--- config.mk ---
export PLATFORM = sky130hd
export DESIGN_NAME = mem_access
export DESIGN_NICKNAME = d
export VERILOG_FILES = /design/src/rtl/mem_pkg.sv /design/src/rtl/load_align.sv /design/src/rtl/mem_access.sv
export SDC_FILE = /design/constraint.sdc
export NUM_CORES = 1
export LEC_CHECK = 0
export BUFFER_PORTS_ARGS = -buffer_cell sky130_fd_sc_hd__buf_2
export CAP_MARGIN = 30
export CORE_MARGIN = 2
export CORE_UTILIZATION = 40
export CTS_CLUSTER_SIZE = 14
export DETAILED_ROUTE_END_ITERATION = 8
export PLACE_DENSITY = 0.71
export SYNTH_ARGS = -nofsm -noshare
export SYNTH_HDL_FRONTEND = slang
export SYNTH_HIERARCHICAL = 1
export SYNTH_SLANG_ARGS = --single-unit
--- constraint.sdc ---
create_clock -name Clk -period 1.9 [get_ports Clk]
set_clock_uncertainty 0.05 [all_clocks]
set_input_delay 0.38 -clock Clk [delete_from_list [all_inputs] [get_ports Clk]]
set_output_delay 0.38 -clock Clk [all_outputs]
set_load 0.02 [all_outputs]
--- src/rtl/mem_pkg.sv ---
// Shared encodings and store-formatting helpers for the data-memory access unit.
package mem_pkg;

    localparam logic [1:0] SIZE_WORD = 2'b00;
    localparam logic [1:0] SIZE_HALF = 2'b01;
    localparam logic [1:0] SIZE_BYTE = 2'b10;

    typedef enum logic [1:0] {
        ST_IDLE   = 2'd0,
        ST_ACCESS = 2'd1,
        ST_DONE   = 2'd2
    } state_t;

    // Size 2'b11 falls into the default arms and behaves as a word access.
    function automatic logic is_aligned(input logic [1:0] size, input logic [1:0] addr_lo);
        case (size)
            SIZE_BYTE: is_aligned = 1'b1;
            SIZE_HALF: is_aligned = ~addr_lo[0];
            default:   is_aligned = (addr_lo == 2'b00);
        endcase
    endfunction

    function automatic logic [3:0] byte_enables(input logic [1:0] size, input logic [1:0] addr_lo);
        case (size)
            SIZE_BYTE: byte_enables = 4'b0001 << addr_lo;
            SIZE_HALF: byte_enables = addr_lo[1] ? 4'b1100 : 4'b0011;
            default:   byte_enables = 4'b1111;
        endcase
    endfunction

    function automatic logic [31:0] store_data(input logic [1:0] size, input logic [31:0] d);
        case (size)
            SIZE_BYTE: store_data = {4{d[7:0]}};
            SIZE_HALF: store_data = {2{d[15:0]}};
            default:   store_data = d;
        endcase
    endfunction

endpackage

--- src/rtl/load_align.sv ---
// Picks the addressed lane out of a read word and sign-extends it to 32 bits.
module load_align
    import mem_pkg::*;
(
    input  logic [31:0] rdata,
    input  logic [1:0]  addr_lo,
    input  logic [1:0]  size,
    output logic [31:0] load_data
);

    logic [7:0]  lane [4];
    logic [7:0]  byte_sel;
    logic [15:0] half_sel;

    for (genvar gi = 0; gi < 4; gi++) begin : g_lane
        assign lane[gi] = rdata[8*gi +: 8];
    end

    assign byte_sel = lane[addr_lo];
    assign half_sel = addr_lo[1] ? rdata[31:16] : rdata[15:0];

    always_comb begin
        load_data = rdata;
        case (size)
            SIZE_BYTE: load_data = {{24{byte_sel[7]}}, byte_sel};
            SIZE_HALF: load_data = {{16{half_sel[15]}}, half_sel};
            default:   load_data = rdata;
        endcase
    end

endmodule

--- src/rtl/mem_access.sv ---
// MEM-stage data-memory handshake: IDLE -> ACCESS (wait for ack) -> DONE,
// with alignment checking, store lane formatting and load sign extension.
module mem_access
    import mem_pkg::*;
(
    input  logic        Clk,
    input  logic        Reset,
    input  logic        MemRead_MEM,
    input  logic        MemWrite_MEM,
    input  logic [1:0]  Size_MEM,
    input  logic [31:0] ALUResult_MEM,
    input  logic [31:0] ReadData2_MEM,
    output logic        MemReq,
    output logic        MemWe,
    output logic [31:0] MemAddr,
    output logic [3:0]  MemBE,
    output logic [31:0] MemWData,
    input  logic [31:0] MemRData,
    input  logic        MemAck,
    output logic        Stall,
    output logic [31:0] LoadData_MEM,
    output logic        Misaligned
);

    state_t      state_reg;
    logic        mem_req_reg;
    logic        mem_we_reg;
    logic [31:0] mem_addr_reg;
    logic [3:0]  mem_be_reg;
    logic [31:0] mem_wdata_reg;
    logic [31:0] load_data_reg;
    logic        misaligned_reg;
    logic [1:0]  size_reg;
    logic [1:0]  addr_lo_reg;

    logic        pending;
    logic        aligned;
    logic [31:0] aligned_rdata;

    assign pending = MemRead_MEM | MemWrite_MEM;
    assign aligned = is_aligned(Size_MEM, ALUResult_MEM[1:0]);

    // Size and low address bits are captured at issue so the load lane
    // selection does not depend on EX/MEM staying frozen.
    load_align u_load_align (
        .rdata     (MemRData),
        .addr_lo   (addr_lo_reg),
        .size      (size_reg),
        .load_data (aligned_rdata)
    );

    always_ff @(posedge Clk) begin
        if (Reset) begin
            state_reg      <= ST_IDLE;
            mem_req_reg    <= 1'b0;
            mem_we_reg     <= 1'b0;
            mem_addr_reg   <= 32'd0;
            mem_be_reg     <= 4'd0;
            mem_wdata_reg  <= 32'd0;
            load_data_reg  <= 32'd0;
            misaligned_reg <= 1'b0;
            size_reg       <= SIZE_WORD;
            addr_lo_reg    <= 2'b00;
        end else begin
            misaligned_reg <= 1'b0;
            case (state_reg)
                ST_IDLE: begin
                    if (pending && aligned) begin
                        state_reg     <= ST_ACCESS;
                        mem_req_reg   <= 1'b1;
                        mem_we_reg    <= MemWrite_MEM;
                        mem_addr_reg  <= {ALUResult_MEM[31:2], 2'b00};
                        mem_be_reg    <= byte_enables(Size_MEM, ALUResult_MEM[1:0]);
                        mem_wdata_reg <= store_data(Size_MEM, ReadData2_MEM);
                        size_reg      <= Size_MEM;
                        addr_lo_reg   <= ALUResult_MEM[1:0];
                    end else if (pending) begin
                        misaligned_reg <= 1'b1;
                    end
                end
                ST_ACCESS: begin
                    if (MemAck) begin
                        state_reg   <= ST_DONE;
                        mem_req_reg <= 1'b0;
                        if (!mem_we_reg) begin
                            load_data_reg <= aligned_rdata;
                        end
                    end
                end
                ST_DONE: begin
                    state_reg <= ST_IDLE;
                end
                default: begin
                    state_reg   <= ST_IDLE;
                    mem_req_reg <= 1'b0;
                end
            endcase
        end
    end

    assign Stall = ~Reset &
                   (((state_reg == ST_IDLE) & pending & aligned) | (state_reg == ST_ACCESS));

    assign MemReq       = mem_req_reg;
    assign MemWe        = mem_we_reg;
    assign MemAddr      = mem_addr_reg;
    assign MemBE        = mem_be_reg;
    assign MemWData     = mem_wdata_reg;
    assign LoadData_MEM = load_data_reg;
    assign Misaligned   = misaligned_reg;

endmodule

==> qor.csv <==
stage,metric,value,unit
status,status,"finished, final reports clean",
sta,setup violators final,0,
sta,min Tclk post-route,1880,ps
power,Int Power,4420,µW
synthesis,"Seq/Total Area, Yosys",42.3,%
worst_setup_path,CP arrival,1450,ps
clocking,Root Buffer,clkbuf_16,
grt,vias in the first global route,4861,
synthesis,Synth top area share,42.3,%
route,Detailed Routing Iterations Pass 1,5,
power,Pwr per Cell Area,943,nW/µm²
clocking,TritonCTS buffer count,9,
worst_setup_path,CP Launch Point,Size_MEM[0],
worst_setup_path,CP Class,primary input to output pin,
worst_setup_path,CP required,1470,ps
synthesis,"Avg Cell Area, Syn",7.91,µm²
clocking,CTS tree,done,
synthesis,Post-synth top cells,"119 x a21oi_1, 107 x dfxtp_1, 75 x nand2_1",
worst_setup_path,FF-to-FF path depth,6,
cells_and_area,layout cell share with drive strength beyond 1,34.8,%
power,sequential power share,39.6,%
placement,Port Buf Inserts,204,
synthesis,synthesized instance count,640,
synthesis,top-count cell post-synth,a21oi_1,
placement,placed wire-length estimate,10.8,mm
sta,final setup margin,22.8,ps
grt,initial antenna violation count,0,
route,DR vias,5337,
clocking,Sink Count,107,
clocking,clk buf depth,2,
sta,Worst-Margin Slew,604,ps
floorplan,Rows,41,
cells_and_area,antenna diode count,0,
sta,WHS,229,ps
clocking,H-Tree Depth,3,
power,clock network fraction of design power,33.9,%
power,switching pwr,1960,µW
sta,relative slew slack,59.7,%
route,Post-route DRC,0,
route,drt initial violations,434,
worst_setup_path,Setup crit start kind,primary input,
synthesis,cell taking the most area after synthesis,dfxtp_1,
route,DRT Wirelength,15.5,mm
worst_setup_path,worst r2r src,addr_lo_reg[1]$_SDFFE_PP0P_,
synthesis,synth warn,6,
sta,Final period util,98.8,%
sta,Final TNS setup,0,ps
worst_setup_path,crit-path max FO,3,
synthesis,largest cells by area after synthesis,"dfxtp_1 42%, a21oi_1 12%, o21ai_0 6.3%, nand2_1 5.6%, nand3_1 4.3%",
clocking,clk slew on worst S/H paths,70,ps
grt,Total GRT Usage,22.5,%
synthesis,Async SR Flop Fraction,0,%
floorplan,Starting Density,40.6,%
synthesis,"EDFF count, synth",0,
synthesis,post-synthesis register bit count,107,
cells_and_area,Final Net Count,925,
floorplan,# IOs,207,
hold_path,Worst Hold Endpoint,MemAddr[15]$_SDFFE_PP0P_,
sta,fmax,0.533,GHz
grt,global-route wire length before repair,24.3,mm
worst_setup_path,R2R setup slack,200,ps
hold_path,Hold Path Depth,3,
grt,pin count of the biggest net entering global routing,79,
floorplan,core area,12500,µm²
floorplan,Die Y,117,µm
worst_setup_path,reg2reg end,LoadData_MEM[6]$_SDFFE_PP0P_,
synthesis,Netlist cell types,44,
cells_and_area,area growth from synthesis to layout,33.6,%
sta,"Slew Viols, Final",0,
power,switch share,30.8,%
grt,GRT overflow,0,
floorplan,DIE WIDTH,117,µm
run,max cap viols,0,
clocking,worst skew pair latency,340,ps
placement,Setup WS pre-CTS,-129,ps
synthesis,"Primary FF master, synth",dfxtp_1,
floorplan,die area,13600,µm²
sta,Final Hold Fails,0,
hold_path,worst hold path type,primary input to flip-flop,
route,drt wl/cell,15.6,µm
power,Logic pwr share,26.5,%
cells_and_area,post-layout util,54.3,%
power,leak pwr,0.00292,µW
placement,routability cong.,0.848,
hold_path,HP Start,ALUResult_MEM[15],
power,Overall Power,6380,µW
worst_setup_path,CP endpoint kind,output pin,
synthesis,"Cell Area, Synth",5060,µm²
power,worst vdd ir,0.531,mV
route,antenna-violating nets left,0,
route,via-per-instance ratio,5.36,
worst max-delay path by stage:
stage	endpoint	slack (ps)	cells past startpoint
floorplan	Stall	3	7
global placement	MemWData[15]$_SDFFE_PP0P_	-90	7
detailed placement	MemWData[15]$_SDFFE_PP0P_	-130	7
CTS	Stall	0.7	7
global route	Stall	-3	7
finish	Stall	20	7
layout by cell type (no fill, tap or decap), types with 3 or more instances in the layout:
master / count
or2_2: 3
inv_1: 23
a22oi_1: 8
nand2_1: 75
a2bb2oi_1: 7
nand3_1: 43
bufinv_16: 3
a32oi_1: 7
a21oi_1: 119
a21oi_2: 10
buf_4: 25
buf_6: 3
o21ai_0: 64
o2bb2ai_1: 7
o2111ai_1: 8
clkbuf_16: 9
buf_2: 200
buf_12: 9
o21ai_1: 8
nor3_1: 23
dfxtp_1: 107
a211oi_1: 8
mux2_2: 9
a221o_1: 8
critical path: stages:
cell and delay [ps]:
buf_6 110, inv_2 50, ha_4 210, o311a_4 380, nor2_4 120, nor3_4 60, buf_6 130
what timing repair did:
item,in CTS,in global routing
setup endpoints to repair,1,1
pin swaps,2,4
gates resized for setup,12,2
buffers inserted,1,1
hold buffers,0,0
power groups by stage:
stage	Combinational, µW	Clock, µW	Sequential (µW)
floorplan	874	0	2770
global placement	1650	0	2570
detailed placement	1660	0	2580
CTS	1680	2210	2530
global route	1850	2320	2550
finish	1690	2160	2530
metrics by stage:
step | cell area [µm²] | instances
floorplan | 5100 | 641
global placement | 6350 | 977
detailed placement | 6350 | 977
CTS | 6750 | 994
global route | 6770 | 995
finish | 6770 | 995
kinds of logic (layout without fill, tap and decap cells):
group,Yosys count,count (layout),synth area share [%]
multiplexers,11,11,2.40
AND/OR/NAND/NOR,157,157,14.0
other,1,2,0.0741
AO/OA/AOI/OAI,263,263,31.5
adder cells (fa/ha/maj),4,4,0.989
flip-flops,107,107,42.3
buffers and inverters,97,279,8.77
metal layers:
layer	part of all wire [%]	routed length, µm	GRT usage (%)	vias up
met4	2.1	328	8.33	0
met2	46	7150	34.9	223
li1	-	-	-	2637
met3	7.1	1110	5.09	27
met5	0	0	0	-
met1	45	6920	30.6	2450
layout make-up:
cell class              instances  area, µm²
inverters                      26       97.6
well taps                     172        215
clock inverters                 4       97.6
fillers                      1236       5700
clock buffers                  12        246
repair buffers                237       1400
flip-flops and latches        107       2140
multi-input cells             437       2560
No activity file was read; power rests on OpenSTA's default activity.
